===== src/rtl/comp_pkg.sv =====
// Shared encodings for the comparator event unit: zone codes and debounce candidate direction.
package comp_pkg;

    localparam int unsigned STATE_W = 2;

    localparam logic [STATE_W-1:0] ST_MID  = 2'b00;
    localparam logic [STATE_W-1:0] ST_LOW  = 2'b01;
    localparam logic [STATE_W-1:0] ST_HIGH = 2'b10;

    // Direction the MID-zone debounce run is currently counting towards
    typedef enum logic [1:0] {
        CAND_NONE = 2'b00,
        CAND_LOW  = 2'b01,
        CAND_HIGH = 2'b10
    } cand_e;

    // Zone entered when a candidate run completes
    function automatic logic [STATE_W-1:0] cand_to_state(input cand_e c);
        logic [STATE_W-1:0] s;
        s = ST_MID;
        if (c == CAND_LOW) begin
            s = ST_LOW;
        end else if (c == CAND_HIGH) begin
            s = ST_HIGH;
        end
        return s;
    endfunction

endpackage


===== src/rtl/comp_dbnc.sv =====
// Consecutive-sample debounce counter: restart/increment/clear controls, saturating,
// reports when the sample being accepted this cycle completes the run.
module comp_dbnc #(
    parameter int unsigned DBNC_W = 4
) (
    input  logic              SYSCLK,
    input  logic              SYSRSTn,
    input  logic              inc,
    input  logic              restart,
    input  logic              clear,
    input  logic [DBNC_W-1:0] dbnc,
    output logic              reached_c
);

    localparam logic [DBNC_W-1:0] CNT_MAX = '1;
    localparam logic [DBNC_W-1:0] CNT_ONE = DBNC_W'(1);

    logic [DBNC_W-1:0] cnt;
    logic [DBNC_W-1:0] cnt_nxt_c;
    logic [DBNC_W-1:0] thr_c;

    // Next count for an accepted sample and run-complete detection (0 programmed acts as 1)
    always_comb begin
        thr_c     = (dbnc == '0) ? CNT_ONE : dbnc;
        cnt_nxt_c = cnt;
        if (restart) begin
            cnt_nxt_c = CNT_ONE;
        end else if (inc) begin
            cnt_nxt_c = (cnt == CNT_MAX) ? CNT_MAX : cnt + CNT_ONE;
        end
        reached_c = (restart || inc) && (cnt_nxt_c >= thr_c);
    end

    // Count register; clear wins so a completed run starts the next zone from zero
    always_ff @(posedge SYSCLK or negedge SYSRSTn) begin
        if (!SYSRSTn) begin
            cnt <= '0;
        end else if (clear) begin
            cnt <= '0;
        end else begin
            cnt <= cnt_nxt_c;
        end
    end

endmodule


===== src/rtl/comp_event_unit.sv =====
// Comparator threshold stage: classifies valid samples into LOW/MID/HIGH zones with
// hysteresis and debounce, producing registered levels, event pulses and sticky flags.
module comp_event_unit
    import comp_pkg::*;
#(
    parameter int unsigned DATA_W = 32,
    parameter int unsigned DBNC_W = 4
) (
    input  logic              SYSCLK,
    input  logic              SYSRSTn,
    input  logic              comp_en_reg,
    input  logic              comp_signed_reg,
    input  logic [DATA_W-1:0] data_in,
    input  logic              data_valid,
    input  logic [DATA_W-1:0] comp_ltrd_reg,
    input  logic [DATA_W-1:0] comp_htrd_reg,
    input  logic [DATA_W-1:0] comp_hyst_reg,
    input  logic [DBNC_W-1:0] comp_dbnc_reg,
    input  logic              comp_low_clr,
    input  logic              comp_high_clr,
    output logic [1:0]        comp_state,
    output logic              comp_low_signal,
    output logic              comp_high_signal,
    output logic              comp_event,
    output logic              comp_low_flag,
    output logic              comp_high_flag
);

    // Two guard bits keep ltrd+hyst and htrd-hyst exact for either signedness
    localparam int unsigned EXT_W = DATA_W + 2;

    logic signed [EXT_W-1:0] data_x;
    logic signed [EXT_W-1:0] ltrd_x;
    logic signed [EXT_W-1:0] htrd_x;
    logic signed [EXT_W-1:0] hyst_x;
    logic signed [EXT_W-1:0] exit_lo_thr;
    logic signed [EXT_W-1:0] exit_hi_thr;

    logic below_c;
    logic above_c;
    logic exit_low_c;
    logic exit_high_c;

    cand_e       cand;
    cand_e       cand_nxt;
    cand_e       dir_c;
    logic [1:0]  state_nxt;

    logic cnt_inc;
    logic cnt_restart;
    logic cnt_clear;
    logic cnt_reached_c;

    // Extend operands per signedness mode; hysteresis is always a magnitude
    always_comb begin
        if (comp_signed_reg) begin
            data_x = {{2{data_in[DATA_W-1]}},       data_in};
            ltrd_x = {{2{comp_ltrd_reg[DATA_W-1]}}, comp_ltrd_reg};
            htrd_x = {{2{comp_htrd_reg[DATA_W-1]}}, comp_htrd_reg};
        end else begin
            data_x = {2'b00, data_in};
            ltrd_x = {2'b00, comp_ltrd_reg};
            htrd_x = {2'b00, comp_htrd_reg};
        end
        hyst_x      = {2'b00, comp_hyst_reg};
        exit_lo_thr = ltrd_x + hyst_x;
        exit_hi_thr = htrd_x - hyst_x;
    end

    // Zone conditions; below takes priority so a crossed threshold pair resolves to LOW
    always_comb begin
        below_c     = data_x <  ltrd_x;
        above_c     = data_x >= htrd_x;
        exit_low_c  = data_x >= exit_lo_thr;
        exit_high_c = data_x <  exit_hi_thr;
        dir_c       = below_c ? CAND_LOW : (above_c ? CAND_HIGH : CAND_NONE);
    end

    // Debounce counter controls for an accepted sample
    always_comb begin
        cnt_inc     = 1'b0;
        cnt_restart = 1'b0;
        if (comp_en_reg && data_valid) begin
            case (comp_state)
                ST_MID: begin
                    if (dir_c != CAND_NONE) begin
                        if (dir_c == cand) begin
                            cnt_inc = 1'b1;
                        end else begin
                            cnt_restart = 1'b1;
                        end
                    end
                end
                ST_LOW:  cnt_inc = exit_low_c;
                ST_HIGH: cnt_inc = exit_high_c;
                default: ;
            endcase
        end
    end

    comp_dbnc #(
        .DBNC_W (DBNC_W)
    ) u_dbnc (
        .SYSCLK    (SYSCLK),
        .SYSRSTn   (SYSRSTn),
        .inc       (cnt_inc),
        .restart   (cnt_restart),
        .clear     (cnt_clear),
        .dbnc      (comp_dbnc_reg),
        .reached_c (cnt_reached_c)
    );

    // Next zone, candidate tracking and counter clears; LOW<->HIGH always passes through MID
    always_comb begin
        state_nxt = comp_state;
        cand_nxt  = cand;
        cnt_clear = 1'b0;
        if (!comp_en_reg) begin
            state_nxt = ST_MID;
            cand_nxt  = CAND_NONE;
            cnt_clear = 1'b1;
        end else if (data_valid) begin
            case (comp_state)
                ST_MID: begin
                    if (dir_c == CAND_NONE) begin
                        cand_nxt  = CAND_NONE;
                        cnt_clear = 1'b1;
                    end else begin
                        cand_nxt = dir_c;
                    end
                    if (cnt_reached_c) begin
                        state_nxt = cand_to_state(dir_c);
                        cand_nxt  = CAND_NONE;
                        cnt_clear = 1'b1;
                    end
                end
                ST_LOW: begin
                    if (!exit_low_c || cnt_reached_c) begin
                        cnt_clear = 1'b1;
                    end
                    if (cnt_reached_c) begin
                        state_nxt = ST_MID;
                    end
                end
                ST_HIGH: begin
                    if (!exit_high_c || cnt_reached_c) begin
                        cnt_clear = 1'b1;
                    end
                    if (cnt_reached_c) begin
                        state_nxt = ST_MID;
                    end
                end
                default: begin
                    state_nxt = ST_MID;
                    cand_nxt  = CAND_NONE;
                    cnt_clear = 1'b1;
                end
            endcase
        end
    end

    // Zone register and registered outputs; a set on entry beats a same-cycle clear
    always_ff @(posedge SYSCLK or negedge SYSRSTn) begin
        if (!SYSRSTn) begin
            comp_state       <= ST_MID;
            cand             <= CAND_NONE;
            comp_low_signal  <= 1'b0;
            comp_high_signal <= 1'b0;
            comp_event       <= 1'b0;
            comp_low_flag    <= 1'b0;
            comp_high_flag   <= 1'b0;
        end else begin
            comp_state       <= state_nxt;
            cand             <= cand_nxt;
            comp_low_signal  <= (state_nxt == ST_LOW);
            comp_high_signal <= (state_nxt == ST_HIGH);
            comp_event       <= comp_en_reg && (state_nxt != comp_state);
            comp_low_flag    <= (comp_en_reg && (state_nxt == ST_LOW) && (comp_state != ST_LOW))
                                || (comp_low_flag && !comp_low_clr);
            comp_high_flag   <= (comp_en_reg && (state_nxt == ST_HIGH) && (comp_state != ST_HIGH))
                                || (comp_high_flag && !comp_high_clr);
        end
    end

endmodule


===== config.mk =====
export PLATFORM = sky130hd
export DESIGN_NAME = comp_event_unit
export DESIGN_NICKNAME = d
export VERILOG_FILES = /design/src/rtl/comp_pkg.sv /design/src/rtl/comp_dbnc.sv /design/src/rtl/comp_event_unit.sv
export SDC_FILE = /design/constraint.sdc
export NUM_CORES = 1
export LEC_CHECK = 0
export CORE_UTILIZATION = 30
export CTS_CLUSTER_SIZE = 8
export DETAILED_ROUTE_END_ITERATION = 8
export PLACE_DENSITY_LB_ADDON = 0.05
export REMOVE_ABC_BUFFERS = 1
export SLEW_MARGIN = 20
export SYNTH_ARGS = -nofsm -noshare
export SYNTH_HDL_FRONTEND = slang
export SYNTH_SLANG_ARGS = --single-unit
export TNS_END_PERCENT = 50

===== constraint.sdc =====
create_clock -name SYSCLK -period 4 [get_ports SYSCLK]
set_input_delay 0.4 -clock SYSCLK [delete_from_list [all_inputs] [get_ports SYSCLK]]
set_output_delay 0.4 -clock SYSCLK [all_outputs]
set_load 0.005 [all_outputs]

==> key figures, run 1 <==
Power and ir drop
  • Combinational Power Share: 84.8%
  • VDD IR max: 0.0872 mV
  • Lkg Pwr: 6.17 nW
  • Switching part of the total: 42.7%
  • Cell Pwr Density: 177 nW/um^2
  • Int Power: 0.00124 W
  • Switch Pwr: 0.000926 W
  • Sequential Power Share: 6.5%
  • Clock network fraction of design power: 8.7%
  • Total power: 0.00217 W

Place
  • Placed Cells: 1,715
  • HPWL after DPL: 23,400 um
  • Gpl congestion: 0.839
  • Port Buffers: 145
  • Placed inst area: 11,200 sq um

Finish
  • Final core occ: 51.8%
  • Multi-input logic area: 7180 sq um
  • Final nets: 1,777
  • Fill count: 2,368
  • Final Instance Area: 12,200 sq um
  • Register area: 325 sq um
  • Layout area overhead: 68.7%
  • Final non-filler cell total: 1,749
  • Share of layout cells above drive strength 1: 31.8%
  • N_diodes: 0

Synth
  • Synth area leaders: ha_1 35%, inv_1 6.8%, a21oi_1 6.7%
  • EDFF count, synth: 0
  • Synth unique cells: 68
  • Synth cell count leaders: 205 x ha_1, 132 x inv_1, 97 x a21oi_1
  • Ys flop type: dfrtp_1
  • Top-area cell type share of the netlist area: 35.4%
  • Ys async rst share: 100%
  • Mapped Area: 7250 sq um
  • Warnings, synthesis: 0
  • Most frequent cell after synthesis: ha_1
  • Post-synthesis sequential area ratio: 4.49%
  • Synth Area per Inst: 7.43 sq um
  • Area leader, netlist: ha_1
  • Number of synthesized register bits: 13
  • Synthesized instance count: 975

Route
  • Total iterations of the first detailed-routing run: 4
  • Iteration-0 DRC Markers: 347
  • Via Count: 8,437
  • Final wirelength: 26,300 um
  • Routed vias/inst: 4.82
  • Drt wl/cell: 15.1 um
  • DR DRC count: 0
  • Post-DRT Antenna Nets: 0

Die
  • Core Box Area: 23,600 sq um
  • Initial Util: 30.7%
  • # rows: 56
  • Boundary pin count: 146
  • Die Y: 157 um
  • Die X: 157 um
  • Die Area: 24,800 sq um

Timing
  • Max Slew Vio Count: 0
  • Slew @ Worst Pin: 0.619 ns
  • Relative slew slack: 58.6%
  • Final min period: 6.62 ns
  • Fin worst setup slack: -2.62 ns
  • RSZ-0062 raised after global routing: true
  • Final setup violation count: 13
  • Max Freq: 151 MHz
  • Fin. Hold Viols: 0
  • Setup Total Neg Slack: -32.62 ns
  • Worst Clk Skew: 0.00348 ns
  • Tcrit/Tclk final: 165%

Clocking
  • Clock root cell: clkbuf_16
  • CTS tree: yes
  • Worst-Skew Late Latency: 0.24 ns
  • Clk slew on worst S/H paths: 0.05 ns
  • Clock sinks: 13
  • CTS Hold Bufs: 0
  • CTS Buf Count: 3
  • Htree depth: 1
  • Clock Path Buffers: 2

Worst setup path
  • Reg2reg path depth: 17
  • Worst path required time: 4.16 ns
  • WP data arrival: 6.78 ns
  • Buf/Inv on CP: 2
  • Reg-to-reg critical path startpoint: comp_state[0]
  • Most used cell, CP: a21o_1
  • Worst R2R End: u_dbnc.cnt[3]
  • FF-to-FF setup slack: 0.25 ns
  • Critical path endpoint: u_dbnc.cnt[3]
  • WP depth: 32
  • Top delay family on crit path: compound AO/OA/AOI/OAI gates
  • Peak fanout along the critical path: 5
  • Crit-path slowest cell: a311oi_4
  • Worst setup SP type: primary input
  • Setup crit start: comp_ltrd_reg[7]
  • Worst setup EP type: register
  • Setup CP Type: primary input to register
  • CP max stage delay: 0.42 ns

Global routing
  • Initial antenna violation count: 0
  • GR Util All Layers: 21.3%
  • First-pass GRT wire length: 41,600 um
  • Gr ovfl total: 0
  • Vias in the first global route: 8,510
  • Largest net degree at the start of global routing: 14

Job
  • Max Cap Viol: 0

Status
  • Outcome: complete, but fails checks
  • Failing checks: negative setup slack

Hold path
  • Hold crit path type: register to register
-- registers in the layout, indices dropped and copies added (netlist names) --
signal,count
cand,2
comp_event,1
comp_high_flag,1
comp_high_signal,1
comp_low_flag,1
comp_low_signal,1
comp_state,2
u_dbnc.cnt,4
-- stage by stage --
stage,hold WS (ns),setup slack [ns]
2_1_floorplan,0.104,-2.88
3_3_place_gp,0.469,-3.70
3_5_place_dp,0.474,-3.86
4_1_cts,0.482,-2.54
5_1_grt,0.526,-2.89
6_report,0.492,-2.62
-- how the worst min path moves through the flow --
stage / from / endpoint / cells past startpoint
3_5_place_dp: cand[0] / cand[0] / 2
3_3_place_gp: cand[0] / cand[0] / 2
4_1_cts: cand[0] / cand[0] / 2
5_1_grt: comp_high_flag / comp_high_flag / 2
6_report: comp_high_flag / comp_high_flag / 2
2_1_floorplan: SYSRSTn / cand[0] / 0
-- metal layers --
layer | up-vias | global-route usage [%] | part of all wire [%] | wire (um)
li1 | 4470 | - | - | -
met1 | 3836 | 26.3 | 46 | 12100
met2 | 116 | 41.3 | 51 | 13500
met3 | 15 | 0.633 | 1.9 | 489
met4 | 0 | 2.59 | 0.98 | 259
met5 | - | 0 | 0 | 0
-- cell usage in the layout (no fill, tap or decap), types with 16 or more instances in the layout --
cell	n
nor3_1	16
a21o_1	33
nand2_1	75
nand4_1	20
inv_1	130
nor2_1	49
a21oi_1	80
o21ai_0	35
nand3_1	25
ha_4	20
dlygate4sd2_1	32
buf_4	308
xnor2_1	32
clkdlybuf4s50_1	98
ha_1	182
xor2_1	27
-- area by class of cell --
| cell class | count | area share (%) |
|---|---|---|
| Sequential cell | 13 | 2.66 |
| Tap cell | 319 | 3.27 |
| Timing Repair Buffer | 456 | 30.6 |
| Multi-Input combinational cell | 825 | 58.8 |
| Inverter | 132 | 4.05 |
| Clock buffer | 4 | 0.645 |
-- kinds of logic (layout without fill, tap and decap cells) --
group | after synthesis | in the layout | share of synthesized area [%]
flip-flops | 13 | 13 | 4.49
AND/OR/NAND/NOR | 270 | 270 | 18.6
AO/OA/AOI/OAI | 287 | 287 | 26.4
buffers and inverters | 137 | 592 | 7.17
adder cells (fa/ha/maj) | 207 | 207 | 35.9
XOR/XNOR | 59 | 59 | 7.13
multiplexers | 2 | 2 | 0.294
-- power by group through the flow --
stage               sequential [W]  combinational, W  clock [W]
floorplan                 0.000142          0.000871          0
detailed placement        0.000143           0.00166          0
finish                    0.000141           0.00184   0.000188
global placement          0.000143           0.00165          0
global route              0.000142           0.00205   0.000199
CTS                       0.000141           0.00177   0.000191
-- what timing repair did --
action / CTS / global route
gates cloned: 0 / 0
pin swaps: 109 / 47
endpoints found under the setup margin: 13 / 13
resized for setup: 177 / 60
setup buffers: 20 / 10
-- worst reg2reg max path, cell delays in order (launching register included) --
cell	delay (ns)
dfrtp_1	0.38
inv_1	0.12
ha_1	0.23
nand2_1	0.07
a2111o_1	0.44
a311oi_4	0.40
nand3_2	0.16
a21oi_4	0.21
ha_4	0.22
nand2b_4	0.13
a21o_1	0.15
a21o_1	0.18
a21oi_2	0.18
buf_6	0.15
nor2_2	0.04
a221oi_2	0.34
o21ai_2	0.14
nor3_2	0.16
(Power assumes the default switching activity.)
==> inputs of run 2 (changes only) <==
PLACE_DENSITY = 0.61   (was not set)
PLACE_DENSITY_LB_ADDON = not set   (was 0.05)
==> key figures, run 2 (synthesis gave the netlist of run 1 again) <==
Status
  • Outcome: complete, but fails checks
  • Failing checks: negative setup slack

Hold path
  • Hold crit path type: register to register
  • Hold path start: cand[0]

Die
  • Die Area: 24,800 sq um (unchanged)
  • Core Box Area: 23,600 sq um (unchanged)
  • Die X: 157 um (unchanged)
  • Die Y: 157 um (unchanged)
  • # rows: 56 (unchanged)
  • Initial Util: 30.7% (unchanged)
  • Boundary pin count: 146 (unchanged)

Route
  • Iteration-0 DRC Markers: 347 (unchanged)
  • Post-DRT Antenna Nets: 0 (unchanged)
  • Total iterations of the first detailed-routing run: 5 (+1)
  • Routed vias/inst: 4.96 (+2.7%)
  • Drt wl/cell: 15.3 um (+1.9%)
  • Via Count: 8,722 (+3.4%)
  • Final wirelength: 27,000 um (+2.6%)
  • DR DRC count: 0 (unchanged)

Clocking
  • Clock sinks: 13 (unchanged)
  • CTS tree: yes
  • Clock Path Buffers: 2 (unchanged)
  • Worst-Skew Late Latency: 0.24 ns (about the same)
  • Htree depth: 1 (unchanged)
  • CTS Buf Count: 3 (unchanged)
  • Clock root cell: clkbuf_16
  • Clk slew on worst S/H paths: 0.04 ns (about the same)

Place
  • Gpl congestion: 0.928 (+11%)
  • HPWL after DPL: 22,800 um (-2.3%)
  • Port Buffers: 145 (unchanged)
  • Placed inst area: 11,200 sq um (+0.20%)

Worst setup path
  • Setup CP Type: primary input to register
  • Reg-to-reg critical path startpoint: comp_state[0]
  • Worst path required time: 4.14 ns (-0.02 ns)
  • CP max stage delay: 0.46 ns (+0.04 ns)
  • Worst setup SP type: primary input
  • Top delay family on crit path: compound AO/OA/AOI/OAI gates
  • Crit-path slowest cell: clkdlybuf4s50_1
  • Setup crit start: comp_htrd_reg[3]
  • WP data arrival: 6.87 ns (+0.09 ns)
  • Buf/Inv on CP: 7 (+5)
  • Worst setup EP type: register
  • Peak fanout along the critical path: 5 (unchanged)

Timing
  • Setup Total Neg Slack: -34.06 ns (-1.44 ns)
  • Max Slew Vio Count: 0 (unchanged)
  • Tcrit/Tclk final: 168% (+2.8 points)
  • Fin worst setup slack: -2.73 ns (-0.110 ns)
  • Final setup violation count: 13 (unchanged)
  • Relative slew slack: 54.4% (-4.2 points)
  • Max Freq: 149 MHz (-1.6%)
  • Min Hold Slack: 0.483 ns (-0.00933 ns)
  • Worst Clk Skew: 0.00137 ns (-0.00211 ns)
  • RSZ-0062 raised after global routing: true
  • Fin. Hold Viols: 0 (unchanged)
  • Final min period: 6.73 ns (+0.110 ns)
  • Slew @ Worst Pin: 0.677 ns (+0.0582 ns)

Power and ir drop
  • Int Power: 0.00126 W (+1.1%)
  • Switching part of the total: 42.9% (+0.23 points)
  • Switch Pwr: 0.000944 W (+2.0%)
  • Lkg Pwr: 6.23 nW (+0.97%)
  • Sequential Power Share: 6.4% (about the same)
  • VDD IR max: 0.110 mV (+26%)
  • Clock network fraction of design power: 8.6% (about the same)
  • Cell Pwr Density: 178 nW/um^2 (+0.46%)
  • Combinational Power Share: 85.0% (+0.2 points)

Finish
  • Fill count: 2,283 (-3.6%)
  • Max reg flops: 4 (unchanged)
  • N_diodes: 0 (unchanged)
  • Layout area overhead: 70.3%
  • Share of layout cells above drive strength 1: 32.5% (+0.73 points)
  • Final Instance Area: 12,300 sq um (+0.99%)
  • Largest registers: u_dbnc.cnt (4), cand (2), comp_state (2)
  • Most common cell after layout, fill and taps aside: buf_4
  • Final nets: 1,788 (+0.62%)
  • Most frequent cells in the layout: 317 x buf_4, 179 x ha_1, 126 x inv_1
  • Most flops, register: u_dbnc.cnt

Global routing
  • Vias in the first global route: 8,799 (+3.4%)
  • Largest net degree at the start of global routing: 14 (unchanged)
  • First-pass GRT wire length: 42,200 um (+1.5%)
  • GR Util All Layers: 21.3% (+0.063 points)
  • Initial antenna violation count: 0 (unchanged)
  • Gr ovfl total: 0 (unchanged)

Job
  • Max Cap Viol: 0 (unchanged)
## run 2: cell count changes in the layout (fill, tap and decap cells not counted), sizes merged
cell / before / now
clkinv: 0 / 1
dlymetal6s2s: 4 / 6
buf: 320 / 330
dlygate4sd2: 32 / 23
clkdlybuf4s15: 0 / 2
clkdlybuf4s50: 98 / 103
## run 2: cell type report
| cell class | instances | area (sq um) | area share [%] |
|---|---|---|---|
| inverter | 132 | 498 | 4.03 |
| clock inverter | 1 | 5.00 | 0.0405 |
| tap | 319 | 399 | 3.23 |
| timing repair buffer | 467 | 3850 | 31.2 |
| clock buffer | 3 | 75.1 | 0.608 |
| sequential | 13 | 325 | 2.64 |
| multi-input combinational | 825 | 7190 | 58.3 |
## run 2: power groups by stage
stage / sequential, W / clock (W) / combinational [W]
global route: 0.000141 / 0.000199 / 0.00207
floorplan: 0.000142 / 0 / 0.000871
CTS: 0.000141 / 0.000195 / 0.00177
detailed placement: 0.000142 / 0 / 0.00165
global placement: 0.000142 / 0 / 0.00163
finish: 0.000141 / 0.000190 / 0.00187
## run 2: final timing paths
path	endpoint	slack, ns	cells past startpoint
max	comp_high_flag	-2.73	33
min	cand[0]	0.48	2
max reg2reg	comp_high_flag	0.19	19
min reg2reg	cand[0]	0.48	2
max in group asynchronous	cand[0]	3.05	1
min in group asynchronous	comp_event	0.55	1
## run 2: per-stage QoR
step	utilization, %	total power (W)	setup slack [ns]	std cells
3_3_place_gp	47.5	0.00177	-3.64	1718
4_1_cts	50.6	0.00210	-2.67	1754
6_report	52.3	0.00220	-2.73	1760
3_5_place_dp	47.5	0.00179	-3.88	1718
5_1_grt	52.3	0.00241	-3.06	1760
2_1_floorplan	-	0.00101	-2.88	970
## run 2: metal layers
metal  share of wire [%]  global-route usage [%]  wire length [um]
met5                   0                       0                 0
met4                 1.9                    3.51               513
met3                 3.2                    1.62               868
met2                  48                    37.8             12800
met1                  47                    28.3             12800
## run 2: repair_timing
item	in CTS	in global routing
endpoints found under the setup margin	13	13
setup buffers	33	6
pin swaps	94	64
gates cloned	0	0
hold buffers	0	0
resized for setup	171	67
## run 2: worst min-delay path, stage by stage, from the launching register on
cell and delay, ns:
dfrtp_1 0.34, nand2_1 0.06, o41ai_2 0.04
